`config.mk`:
```
export PLATFORM = sky130hd
export DESIGN_NAME = ascii_to_bcd_receiver
export DESIGN_NICKNAME = d
export VERILOG_FILES = /design/src/rtl/ascii_to_bcd_receiver.sv
export SDC_FILE = /design/constraint.sdc
export NUM_CORES = 1
export LEC_CHECK = 0
export CORE_MARGIN = 1.5
export CORE_UTILIZATION = 45
export DETAILED_ROUTE_END_ITERATION = 16
export PLACE_DENSITY_LB_ADDON = 0.08
export SLEW_MARGIN = 5
export SYNTH_ARGS = -nofsm -noshare
export SYNTH_HDL_FRONTEND = slang
export SYNTH_SLANG_ARGS = --single-unit
```
`constraint.sdc`:
```
create_clock -name clk -period 1.5 [get_ports clk]
set_input_delay 0.225 -clock clk [delete_from_list [all_inputs] [get_ports clk]]
set_output_delay 0.225 -clock clk [all_outputs]
set_load 0.02 [all_outputs]
```
`src/rtl/ascii_to_bcd_receiver.sv`:
```
// Parses ASCII decimal digits (MSD first, TERM_CHAR-terminated) into packed BCD; result 1 cycle after TERM.
// Backpressure: asciiReady drops while a result waits in HOLD for bcdReady. Option: ASCII2BCD_SPACE_SKIP_EN.
// Overflow or illegal characters discard the field and yield an error result with bcdOutput=0.
module ascii_to_bcd_receiver #(
    parameter int          BCD_NUMBER_LENGTH = 3,
    parameter logic [7:0]  TERM_CHAR         = 8'h0D,
    localparam int         CW                = $clog2(BCD_NUMBER_LENGTH + 1)
) (
    input  logic                             clk,
    input  logic                             rst,
    input  logic                             asciiValid,
    input  logic [7:0]                       asciiData,
    output logic                             asciiReady,
    output logic [4*BCD_NUMBER_LENGTH-1:0]   bcdOutput,
    output logic                             bcdValid,
    input  logic                             bcdReady,
    output logic                             bcdError,
    output logic [CW-1:0]                    digitCount
);
    typedef enum logic [1:0] {IDLE, ACCUM, DRAIN, HOLD} state_t;

    state_t                           state;
    logic [4*BCD_NUMBER_LENGTH-1:0]   shreg;
    logic                             accept;
    logic                             is_digit;
    logic                             is_term;
    logic                             is_space;

    assign accept   = asciiValid && asciiReady;
    assign is_digit = (asciiData >= 8'h30) && (asciiData <= 8'h39);
    assign is_term  = (asciiData == TERM_CHAR);
`ifdef ASCII2BCD_SPACE_SKIP_EN
    assign is_space = (asciiData == 8'h20);
`else
    assign is_space = 1'b0;
`endif

    always_ff @(posedge clk) begin
        if (rst) begin
            state      <= IDLE;
            shreg      <= '0;
            digitCount <= '0;
            bcdOutput  <= '0;
            bcdValid   <= 1'b0;
            bcdError   <= 1'b0;
            asciiReady <= 1'b0;
        end else begin
            // Ready mirrors "not in HOLD"; the register only lags reset release by one edge.
            if (state != HOLD)
                asciiReady <= 1'b1;
            case (state)
                IDLE, ACCUM: begin
                    if (accept) begin
                        if (is_digit) begin
                            if (digitCount == CW'(BCD_NUMBER_LENGTH)) begin
                                state <= DRAIN;
                            end else begin
                                shreg      <= {shreg[4*BCD_NUMBER_LENGTH-5:0], asciiData[3:0]};
                                digitCount <= digitCount + 1'b1;
                                state      <= ACCUM;
                            end
                        end else if (is_term) begin
                            // Empty field in IDLE produces nothing.
                            if (state == ACCUM) begin
                                bcdOutput  <= shreg;
                                bcdValid   <= 1'b1;
                                bcdError   <= 1'b0;
                                asciiReady <= 1'b0;
                                state      <= HOLD;
                            end
                        end else if (!is_space) begin
                            state <= DRAIN;
                        end
                    end
                end
                DRAIN: begin
                    if (accept && is_term) begin
                        bcdOutput  <= '0;
                        bcdValid   <= 1'b1;
                        bcdError   <= 1'b1;
                        asciiReady <= 1'b0;
                        state      <= HOLD;
                    end
                end
                HOLD: begin
                    if (bcdReady) begin
                        bcdValid   <= 1'b0;
                        shreg      <= '0;
                        digitCount <= '0;
                        asciiReady <= 1'b1;
                        state      <= IDLE;
                    end
                end
                default: state <= IDLE;
            endcase
        end
    end
endmodule
```
* Word-level counts from Yosys, hierarchy flattened
Index checks and enable logic that the tools add are counted.
** Word-level totals
- Word-level logic and storage cells :: 79
- Register bits after elaboration :: 31
- Output and inout port bits :: 17
- Input bits :: 12
** Operators by class
- Order comparisons :: 2
- Add/subtract/negate cells :: 1
- Reductions and logical operators :: 11
- Mux-type cells :: 43
- Equal/unequal tests :: 15
** Operators by type and width (number)
- two-way mux 12 bit :: 9
- case mux 12 bit (2 select lines) :: 2
- two-way mux 2 bit :: 10
- != test 2 bit, second input constant :: 9
- two-way mux 1 bit :: 17
- AND reduction 6 bit :: 2
- equality test 8 x 4 -> 1 bit, second input constant :: 1
- >= comparator 8 x 6 -> 1 bit, second input constant :: 1
- less-or-equal comparator 8 x 6 -> 1 bit, second input constant :: 1
- equality test 2 bit, second input constant :: 3
- case mux 1 bit (3 select lines) :: 2
- case mux 2 bit (3 select lines) :: 1
- AND reduction 5 bit :: 1
- != test 4 bit, second input constant :: 1
- case mux 2 bit (2 select lines) :: 1
- AND reduction 4 bit :: 1
- nonzero test 2 bit :: 2
- logical AND 1 bit :: 3
- adder 2 x 1 -> 2 bit, second input constant :: 1
- equality test 2 x 1 -> 1 bit, second input constant :: 1
- zero test 2 bit :: 1
- case mux 1 bit (2 select lines) :: 1
- OR reduction 2 bit :: 1

* Depth between registers and ports, before layout
Gate-level depths: netlist (run 1).
- Word-level depth :: 7
- Depth in mapped cells :: 7
- Depth with buffers taken out :: 5

* Worst setup path after synthesis (run 1)
OpenSTA, ideal clock, no wires.
- Path type :: register to register
- From :: reg digitCount[0]
- To :: reg shreg[10]
- Path buffers :: 2
- Arrival :: 1.563 ns
- Library setup time :: 0.115 ns
- Cell stages (with the launch flop) :: 8
- Setup slack :: -0.178 ns
- Required time :: 1.385 ns
- Period minus slack after synthesis :: 1.678 ns
- Cells stage by stage :: dfxtp_1 ha_1 nor4b_2 nor4bb_4 buf_6 buf_8 nor2_1 a31o_1
** On the way
- Cells in the longest elaborated chain, start to end :: 3
** Ends and longest elaborated chain
- from (decl) :: line 18 : output logic [CW-1:0] digitCount
- from (signal assigned) :: line 59 : digitCount <= digitCount + 1'b1;
- equality test 2 bit :: line 55 : if (digitCount == CW'(BCD_NUMBER_LENGTH)) begin
- != test 2 bit (no line)
- AND reduction 5 bit (no line)
- to (signal assigned) :: line 58 : shreg <= {shreg[4*BCD_NUMBER_LENGTH-5:0], asciiData[3:0]};
- to (decl) :: line 23 : logic [4*BCD_NUMBER_LENGTH-1:0] shreg;
Every way passes these cells.
A chain may end at the register's enable or synchronous reset.

* Worst setup path after layout (run 1)
- From :: reg digitCount[1]
- To :: reg digitCount[1]
** On the way
- Cells in the longest elaborated chain, start to end :: 5
- Elaborated cells between the ends (all ways) :: 8
- Classes of those cells :: 1 x add/sub; 2 x eq/ne; 4 x mux; 1 x reduce/logical
** Ends and longest elaborated chain
- adder 2 x 1 -> 2 bit :: line 59
- two-way mux 2 bit :: line 55
- two-way mux 2 bit :: line 54 : if (is_digit) begin
- two-way mux 2 bit :: line 53 : if (accept) begin
- case mux 2 bit (2 select lines) :: line 51 : case (state)
Several ways; a longest one is shown, not always the timed one. The select of a mux whose other input is x is not followed.

==> results of run 1 <==
==> cell usage after synthesis (2+ instances only) <==
library cell  count  area [um2]
nand3_1           5       25.02
a31o_2            8       70.07
dfxtp_1          31       620.6
a22o_2            9       90.09
a22o_1            3       26.28
nor4b_4           2       47.55
buf_2             4       20.02
nor2_1           11       41.29
o21ai_0           5       25.02
buf_6             3       33.78
a41oi_1           2       17.52
nand2_1          19       71.32
clkbuf_1          2       7.510
nor3_1            2       10.01
nand4_1           2       12.51
inv_1             3       11.26
==> final cells by class <==
cell class,instances,area [um2]
timing repair buffer,58,569.3
clock inverter,2,35.03
fill,210,773.2
sequential,31,629.4
inverter,3,11.26
tap,31,38.79
multi-input combinational,90,720.7
clock buffer,6,51.30
==> registers in the layout (all words and copies together), names as in the netlist <==
register    flops
shreg          12
asciiReady      1
bcdError        1
state           2
bcdValid        1
digitCount      2
bcdOutput      12
==> power groups by stage <==
stage | sequential [mW] | clock, mW | combinational [mW]
floorplan | 0.851 | 0 | 0.0781
global placement | 0.852 | 0 | 0.160
detailed placement | 0.852 | 0 | 0.163
CTS | 0.833 | 0.696 | 0.163
global route | 0.835 | 0.728 | 0.175
finish | 0.833 | 0.685 | 0.164
==> how the worst max path moves through the flow <==
stage,startpoint,end,slack [ps],cells after the start
after CTS,digitCount[1],shreg[5],-170,7
after detailed placement,asciiData[2],shreg[5],-430,6
final,digitCount[1],digitCount[1],-190,7
after floorplan,digitCount[0],shreg[10],-120,7
after global routing,digitCount[1],digitCount[1],-240,7
after global placement,asciiData[7],bcdOutput[5],-370,5
==> critical path, cell delays in order, from the launching register on <==
cell and delay [ps]:
dfxtp_4 360, ha_4 160, nor4b_4 230, nor4bb_4 290, buf_4 190, buf_6 110
nor2_1 40, a31o_2 200
==> metal layers <==
layer	global-route usage (%)	up-vias	share of wire [%]
li1	-	601	-
met1	22.87	559	45
met2	34.25	43	49
met3	5.804	4	5.1
met4	9.302	0	1.2
met5	0	-	0
==> stage by stage <==
step	setup WS, ps	cells	total power, mW
2_1_floorplan	-115.3	135	0.9292
3_3_place_gp	-373.7	208	1.012
3_5_place_dp	-430.2	208	1.016
4_1_cts	-172.4	220	1.692
5_1_grt	-244.9	221	1.738
6_report	-190.8	221	1.683
==> what timing repair did <==
action | 4_1_cts | 5_1_grt
buffers inserted | 3 | 1
resized for setup | 23 | 13
cloned | 1 | 0
endpoints found under the setup margin | 41 | 31
pin swaps | 4 | 1
==> cells by family (layout without fill, tap and decap cells) <==
group | after synthesis | in the layout | share of synthesized area [%]
DFF | 31 | 31 | 45.21
buffers and inverters | 14 | 69 | 6.928
muxes | 1 | 1 | 0.7293
xor gates and xnor gates | 1 | 1 | 0.6382
AOI/OAI and AO/OA | 36 | 36 | 22.06
adders and majority gates | 1 | 1 | 0.9114
and+or+nand+nor | 51 | 51 | 23.52
==> summary.txt, run 1 <==
Worst Hold Path EP: shreg[2]
Hold slack: 325.9 ps
DRT iter0 DRCs: 43
Run status: finished, violations left
Avg WL per Cell: 13.86 um
Net load switching power: 0.3779 mW
Initial Util: 48.52%
Hold Buf Count CTS: 0
Fmax: 591.4 MHz
Post-synth EDFFs: 0
R2r setup slk: -190 ps
Std cell rows: 19
CTS root buf: clkbuf_4
CTS Sinks: 31
Commonest non-fill, non-tap cell in the layout: dfxtp_1
Nets: 202
Final Cycle Share: 112.7%
Die Height: 58.23 um
Core area: 0.002829 mm2
Worst hold path class: primary input to flip-flop
Internal: 1.305 mW
Switch share: 22.46%
Post-synth ARST share: 0%
Slew @ Worst Pin: 337.8 ps
Worst flop-to-flop path startpoint: digitCount[1]
Hold wc startpoint: asciiData[2]
Worst IR Drop VDD: 0.6099 mV
Critical path class: flip-flop to flip-flop
Sequential fraction of the synthesis area: 45.21%
Post-synthesis cell count: 135
Vias in the first global route: 1195
Violated checks: setup timing
Clock slew at reported path FFs: 90 ps
Clock power share: 40.7%
Commonest cells after routing, fill and taps aside: 28 x dfxtp_1, 21 x buf_4, 19 x nand2_1, 15 x dlygate4sd2_1, 9 x a22o_2
Area post-placement: 0.001871 mm2
Final TNS setup: -2143 ps
Worst skew pair latency: 320 ps
Post-synthesis instance area: 0.001373 mm2
RSZ-0062 raised after global routing: yes
Hold Path Stages: 4
Final setup fails: 14
Core Util, Final: 72.67%
Leak: 0.9794 nW
Final min period: 1691 ps
Post-route DRC: 0
Num ports: 29
Fin. Hold Viols: 0
Crit-path max FO: 5
Layout cells sized above 1: 41.05%
Synth warnings: 0
H-Tree Depth: 2
First-pass DRT Iterations: 4
Die X: 58.23 um
Setup ws final: -190.8 ps
Vias/cell: 5.462
Post-layout instance area: 0.002056 mm2
Post-Syn Nets: 148
Worst r2r path cells: 7
First-pass GRT wire length: 5.119 mm
CP Data Arrival Time: 1910 ps
Yosys cell types: 40
Comb power frac: 9.7%
Worst clock skew: 7.682 ps
CP Data Required Time: 1720 ps
DIE AREA: 0.003391 mm2
DR vias: 1207
Startpoint types: flip-flop
Ys flop type: dfxtp_1
GRT Overall Usage: 20.00%
Grt total ovfl: 0
Initial antenna violation count: 0
Final GP Congestion: 0.8671
CTS tree: done
WL final: 3.064 mm
Num CTS Buffers: 5
# Max-Cap Violations: 0
CTS Buffer Depth: 2
Avg Inst Size Synth: 10.17 um2
Fin. max-slew vios: 0
Largest net degree at the start of global routing: 18
RR Endpoint: digitCount[1]
Seq pwr share: 49.5%
Remaining antenna violation count: 0
Slew HR: 77.39%
CP Capture Type: flip-flop
HPWL Detailed: 2.074 mm
PwrDens: 818.5 mW/mm2
Number of synthesized register bits: 31
Area grow syn2layout: 49.77%
# diodes: 0
IO Port Bufs: 28
Power figures use the tool's default switching activity.
==> run 2, diff against run 1 <==
CORE_UTILIZATION = 49   (was 45)
clock period = 1.6 ns   (was 1.5 ns; I/O delays follow)
==> run 2 against run 1 <==
- the flow still finishes with violations (setup timing)
- via count shrank 0.33%
- critical path depth unchanged
- flip-flop and latch count did not move
- final area decreased by 3.7%
- first-iteration DRC count is 35% lower
- critical endpoint unchanged
==> summary.txt, run 2 (synthesis results as in run 1) <==
Run status: finished, violations left
Violated checks: setup timing
DIE AREA: 0.003128 mm2 (-7.8%)
Leak: 0.8545 nW (-13%)
DRT iter0 DRCs: 28 (-35%)
Initial Util: 50.65% (+2.1 points)
Post-route DRC: 0 (unchanged)
Placed insts: 201 (-3.4%)
Hold Path Stages: 1 (-3)
Vias in the first global route: 1170 (-2.1%)
Nets: 197 (-2.5%)
Core area: 0.002710 mm2 (-4.2%)
GRT Overall Usage: 22.73% (+2.7 points)
Worst hold path class: flip-flop to flip-flop
Hold slack: 480.6 ps (+154.7 ps)
Area post-placement: 0.001797 mm2 (-3.9%)
Worst r2r path cells: 7 (unchanged)
Fmax: 589.1 MHz (-0.39%)
Post-layout instance area: 0.001981 mm2 (-3.7%)
CTS Sinks: 31 (unchanged)
Critical path class: flip-flop to flip-flop
Commonest cells after routing, fill and taps aside: 29 x dfxtp_1, 23 x clkdlybuf4s50_1, 22 x buf_4, 19 x nand2_1, 9 x a22o_2
# Max-Cap Violations: 0 (unchanged)
Slew @ Worst Pin: 465.3 ps (+127.5 ps)
DR vias: 1203 (-0.33%)
Die X: 55.93 um (-4.0%)
Layout cells sized above 1: 36.22% (-4.8 points)
Grt total ovfl: 0 (unchanged)
Worst skew pair latency: 320 ps (about the same)
R2r setup slk: -100 ps (+90 ps)
Final min period: 1697 ps (+6.703 ps)
PwrDens: 761.1 mW/mm2 (-7.0%)
Top flop regs: bcdOutput: 12 flops, shreg: 12 flops
CP Data Required Time: 1830 ps (+110 ps)
Num CTS Buffers: 5 (unchanged)
CP Data Arrival Time: 1930 ps (+20 ps)
Num ports: 29 (unchanged)
HPWL Detailed: 2.032 mm (-2.0%)
Die Height: 55.93 um (-4.0%)
Final setup fails: 12 (-2)
Clock slew at reported path FFs: 100 ps (about the same)
Setup ws final: -97.49 ps (+93.30 ps)
Largest net degree at the start of global routing: 18 (unchanged)
Worst flop-to-flop path startpoint: digitCount[0]
Pre-CTS setup slack: -346.8 ps (+83.42 ps)
Final Cycle Share: 106.1% (-6.6 points)
Hold wc startpoint: shreg[8]
Avg WL per Cell: 14.96 um (+7.9%)
Total power: 1.508 mW (-10%)
Worst clock skew: 3.159 ps (-4.522 ps)
CTS root buf: clkbuf_4
Startpoint types: flip-flop
Final GP Congestion: 0.7715 (-11%)
Initial antenna violation count: 0 (unchanged)
IO Port Bufs: 28 (unchanged)
First-pass GRT wire length: 5.520 mm (+7.8%)
# diodes: 0 (unchanged)
Crit-path max FO: 7 (+2)
Non-filler cells, final: 216 (-2.3%)
Core Util, Final: 73.08% (+0.42 points)
First-pass DRT Iterations: 4 (unchanged)
CP Capture Type: flip-flop
Fin. Hold Viols: 0 (unchanged)
WL final: 3.231 mm (+5.5%)
RSZ-0062 raised after global routing: yes
Remaining antenna violation count: 0 (unchanged)
H-Tree Depth: 2 (unchanged)
Worst Hold Path EP: bcdOutput[8]
Std cell rows: 19 (unchanged)
CTS Buffer Depth: 2 (unchanged)
RR Endpoint: digitCount[1]
Final TNS setup: -628.6 ps (+1514 ps)
Fin. max-slew vios: 0 (unchanged)
CTS tree: done
Area grow syn2layout: 44.30%
Worst IR Drop VDD: 0.7161 mV (+17%)
Hold Buf Count CTS: 0 (unchanged)
Slew HR: 68.95% (-8.4 points)
Vias/cell: 5.569 (+2.0%)
Commonest non-fill, non-tap cell in the layout: dfxtp_1
==> run 2: changes by cell type in the layout (fill, tap and decap cells not counted), sizes merged <==
cell,previous run,this run
clkbuf,6,8
buf,29,24
dlygate4sd2,15,3
clkdlybuf4s50,7,23
dlymetal6s2s,4,2
bufinv,1,0
bufbuf,1,0
clkdlybuf4s15,2,0
==> run 2: cell type report <==
type	count	area, um2
Sequential cell	31	628.1
Multi-Input combinational cell	90	701.9
Tap cell	31	38.79
Inverter	3	11.26
Clock buffer	7	76.32
Timing Repair Buffer	53	519.2
Clock inverter	1	5.005
Fill cell	203	729.5
==> run 2: worst max path at each step <==
stage / end / depth (start not counted) / start / slack (ps)
final: digitCount[1] / 7 / digitCount[0] / -100
after detailed placement: bcdOutput[11] / 5 / asciiData[7] / -350
after global placement: bcdOutput[4] / 5 / asciiData[7] / -330
after CTS: digitCount[1] / 6 / digitCount[0] / -70
after global routing: digitCount[1] / 7 / digitCount[1] / -180
after floorplan: shreg[10] / 7 / digitCount[0] / -20
==> run 2: power breakdown <==
part	leakage (nW)	total [mW]	switching (mW)	internal, mW
sequential	0.252	0.781	0.00687	0.774
combinational	0.556	0.152	0.0728	0.0790
clock	0.0464	0.575	0.269	0.306
==> run 2: critical path, stage by stage, from the launching register on <==
cell	delay (ps)
dfxtp_4	360
ha_4	160
nor4b_4	260
nor4bb_4	280
buf_4	170
clkbuf_16	140
nor2_4	30
a31o_2	200
==> run 2: layer usage <==
metal,vias up,part of all wire (%),track usage [%]
met5,-,0,0
met4,0,1.5,8.163
met3,5,4.0,5.349
met2,23,51,38.27
met1,587,44,28.47
li1,588,-,-
==> run 2: what timing repair did <==
action	in CTS	in global routing
gates resized for setup	11	7
setup endpoints to repair	12	28
pin swaps	5	2
cloned	3	0
setup buffers	3	3
==> run 3, diff against run 2 <==
CTS_BUF_LIST = sky130_fd_sc_hd__clkbuf_16   (was not set)
SETUP_SLACK_MARGIN = 0.1   (was not set)
==> run 3 against run 2 <==
- the flow still finishes with violations (setup timing)
- cell count increased by 2.3%
- via count increased by 5.7%
- clock power increased by 86%
- sequential power about the same
- wire length increased by 5.3%
- fmax increased by 2.0%
- sequential share of layout area decreased by 1.7 points
- critical path depth unchanged
- power increased by 33%
- highest routed layer unchanged
==> summary.txt, run 3 (synthesis results as in run 1) <==
Crit-path max FO: 11 (+4)
Met1 WL: 1.486 mm (+4.9%)
Startpoint types: flip-flop
RSZ-0062 raised after global routing: yes
Leak: 0.9179 nW (+7.4%)
Layout cells sized above 1: 38.95% (+2.7 points)
Final TNS setup: -579.4 ps (+49.15 ps)
Worst IR Drop VDD: 0.9845 mV (+37%)
Setup ws final: -63.43 ps (+34.06 ps)
Fin. Hold Viols: 0 (unchanged)
CP Data Arrival Time: 1840 ps (-90 ps)
Critical path class: flip-flop to flip-flop
First-pass DRT Iterations: 4 (unchanged)
Remaining antenna violation count: 0 (unchanged)
CP Data Required Time: 1770 ps (-60 ps)
Slew HR: 63.70% (-5.2 points)
Area of the multi-input gates: 714.4 um2 (+1.8%)
# diodes: 0 (unchanged)
Die X: 55.93 um (unchanged)
IO Port Bufs: 28 (unchanged)
Largest net degree at the start of global routing: 18 (unchanged)
Hold slack: 440.7 ps (-39.88 ps)
Worst hold path class: primary input to flip-flop
Final Cycle Share: 104.0% (-2.1 points)
Vias/cell: 5.756 (+3.3%)
CP Capture Type: flip-flop
Met2 WL: 1.635 mm (about the same)
Num CTS Buffers: 5 (unchanged)
Hold Buf Count CTS: 0 (unchanged)
Avg WL per Cell: 15.39 um (+2.9%)
Non-filler cells, final: 221 (+2.3%)
Std cell rows: 19 (unchanged)
Vias in the first global route: 1215 (+3.8%)
Commonest non-fill, non-tap cell in the layout: dfxtp_1
# Max-Cap Violations: 0 (unchanged)
PwrDens: 954.6 mW/mm2 (+25%)
Fmax: 601.2 MHz (+2.0%)
Grt total ovfl: 0 (unchanged)
Fin. max-slew vios: 0 (unchanged)
Nets: 202 (+2.5%)
Num ports: 29 (unchanged)
Reg area: 629.4 um2 (+0.20%)
Final GP Congestion: 0.8266 (+7.1%)
CTS Sinks: 31 (unchanged)
Worst skew pair latency: 280 ps (-40 ps)
H-Tree Depth: 2 (unchanged)
Area post-placement: 0.001848 mm2 (+2.9%)
Final setup fails: 13 (+1)
Commonest cells after routing, fill and taps aside: 28 x dfxtp_1, 24 x buf_4, 18 x nand2_1, 15 x clkdlybuf4s50_1, 12 x dlygate4sd2_1
DR vias: 1272 (+5.7%)
Top routing layer in use: met4
Post-layout instance area: 0.002098 mm2 (+5.9%)
Met3 routed WL: 201 um (+57%)
WL final: 3.402 mm (+5.3%)
First-pass GRT wire length: 5.754 mm (+4.2%)
CTS root buf: clkbuf_16
Final min period: 1663 ps (-34.06 ps)
Initial antenna violation count: 0 (unchanged)
Fillers: 198 (-2.5%)
Area grow syn2layout: 52.87%
Clock slew at reported path FFs: 50 ps (-50 ps)
Initial Util: 50.65% (unchanged)
HPWL Detailed: 2.082 mm (+2.5%)
CTS tree: done
Placed insts: 205 (+2.0%)
GRT Overall Usage: 24.43% (+1.7 points)
Worst clock skew: 2.490 ps (-0.6691 ps)
Core area: 0.002710 mm2 (unchanged)
Die Height: 55.93 um (unchanged)
DRT iter0 DRCs: 39 (+39%)
Top flop regs: bcdOutput: 12 flops, shreg: 12 flops
Slew @ Worst Pin: 543.9 ps (+78.62 ps)
Post-route DRC: 0 (unchanged)
Violated checks: setup timing
Run status: finished, violations left
CTS Buffer Depth: 2 (unchanged)
DIE AREA: 0.003128 mm2 (unchanged)
==> run 3: area by class of cell <==
| class | instances | share of cell area [%] |
|---|---|---|
| multi-input combinational | 90 | 34.05 |
| sequential | 31 | 29.99 |
| timing repair buffer | 58 | 25.76 |
| clock buffer | 5 | 5.963 |
| clock inverter | 3 | 1.849 |
| tap | 31 | 1.849 |
| inverter | 3 | 0.5367 |
==> run 3: worst paths after layout <==
path	end	slack, ps	cells past startpoint	start
max	shreg[11]	-60	7	digitCount[1]
min	asciiReady	440	4	asciiValid
max reg2reg	shreg[11]	-60	7	digitCount[1]
min reg2reg	shreg[1]	470	2	shreg[1]
==> run 3: critical path, stage by stage (launching register included) <==
cell	delay, ps
dfxtp_4	350
ha_4	160
nor4b_4	230
nor4bb_4	270
buf_4	180
buf_12	120
nor2_1	50
a31o_2	200
==> run 3: metrics by stage <==
step	power, mW	utilization, %	worst slack [ps]
floorplan	0.8711	-	-15.26
global placement	0.9469	68.19	-268.1
detailed placement	0.9518	68.19	-335.3
CTS	2.008	77.15	-51.65
global route	2.046	77.42	-129.2
finish	2.003	77.42	-63.43
==> run 3: repair_timing <==
item,4_1_cts,5_1_grt
gates cloned,3,0
endpoints found under the hold margin,0,0
endpoints found under the setup margin,33,26
resized for setup,20,3
pin swaps,3,2
buffers inserted,4,1
==> run 3: report_power, final <==
| part | internal (mW) | leakage, nW | total (mW) | switching (mW) |
|---|---|---|---|---|
| clock network | 0.725 | 0.0812 | 1.07 | 0.340 |
| registers | 0.776 | 0.252 | 0.781 | 0.00516 |
| logic | 0.0756 | 0.585 | 0.157 | 0.0810 |
| total | 1.58 | 0.918 | 2.00 | 0.427 |
==> run 3: metal layers <==
layer	global-route usage (%)	up-vias
met1	31.33	614
li1	-	599
met4	13.27	0
met2	38.61	50
met3	4.884	9
met5	0	-
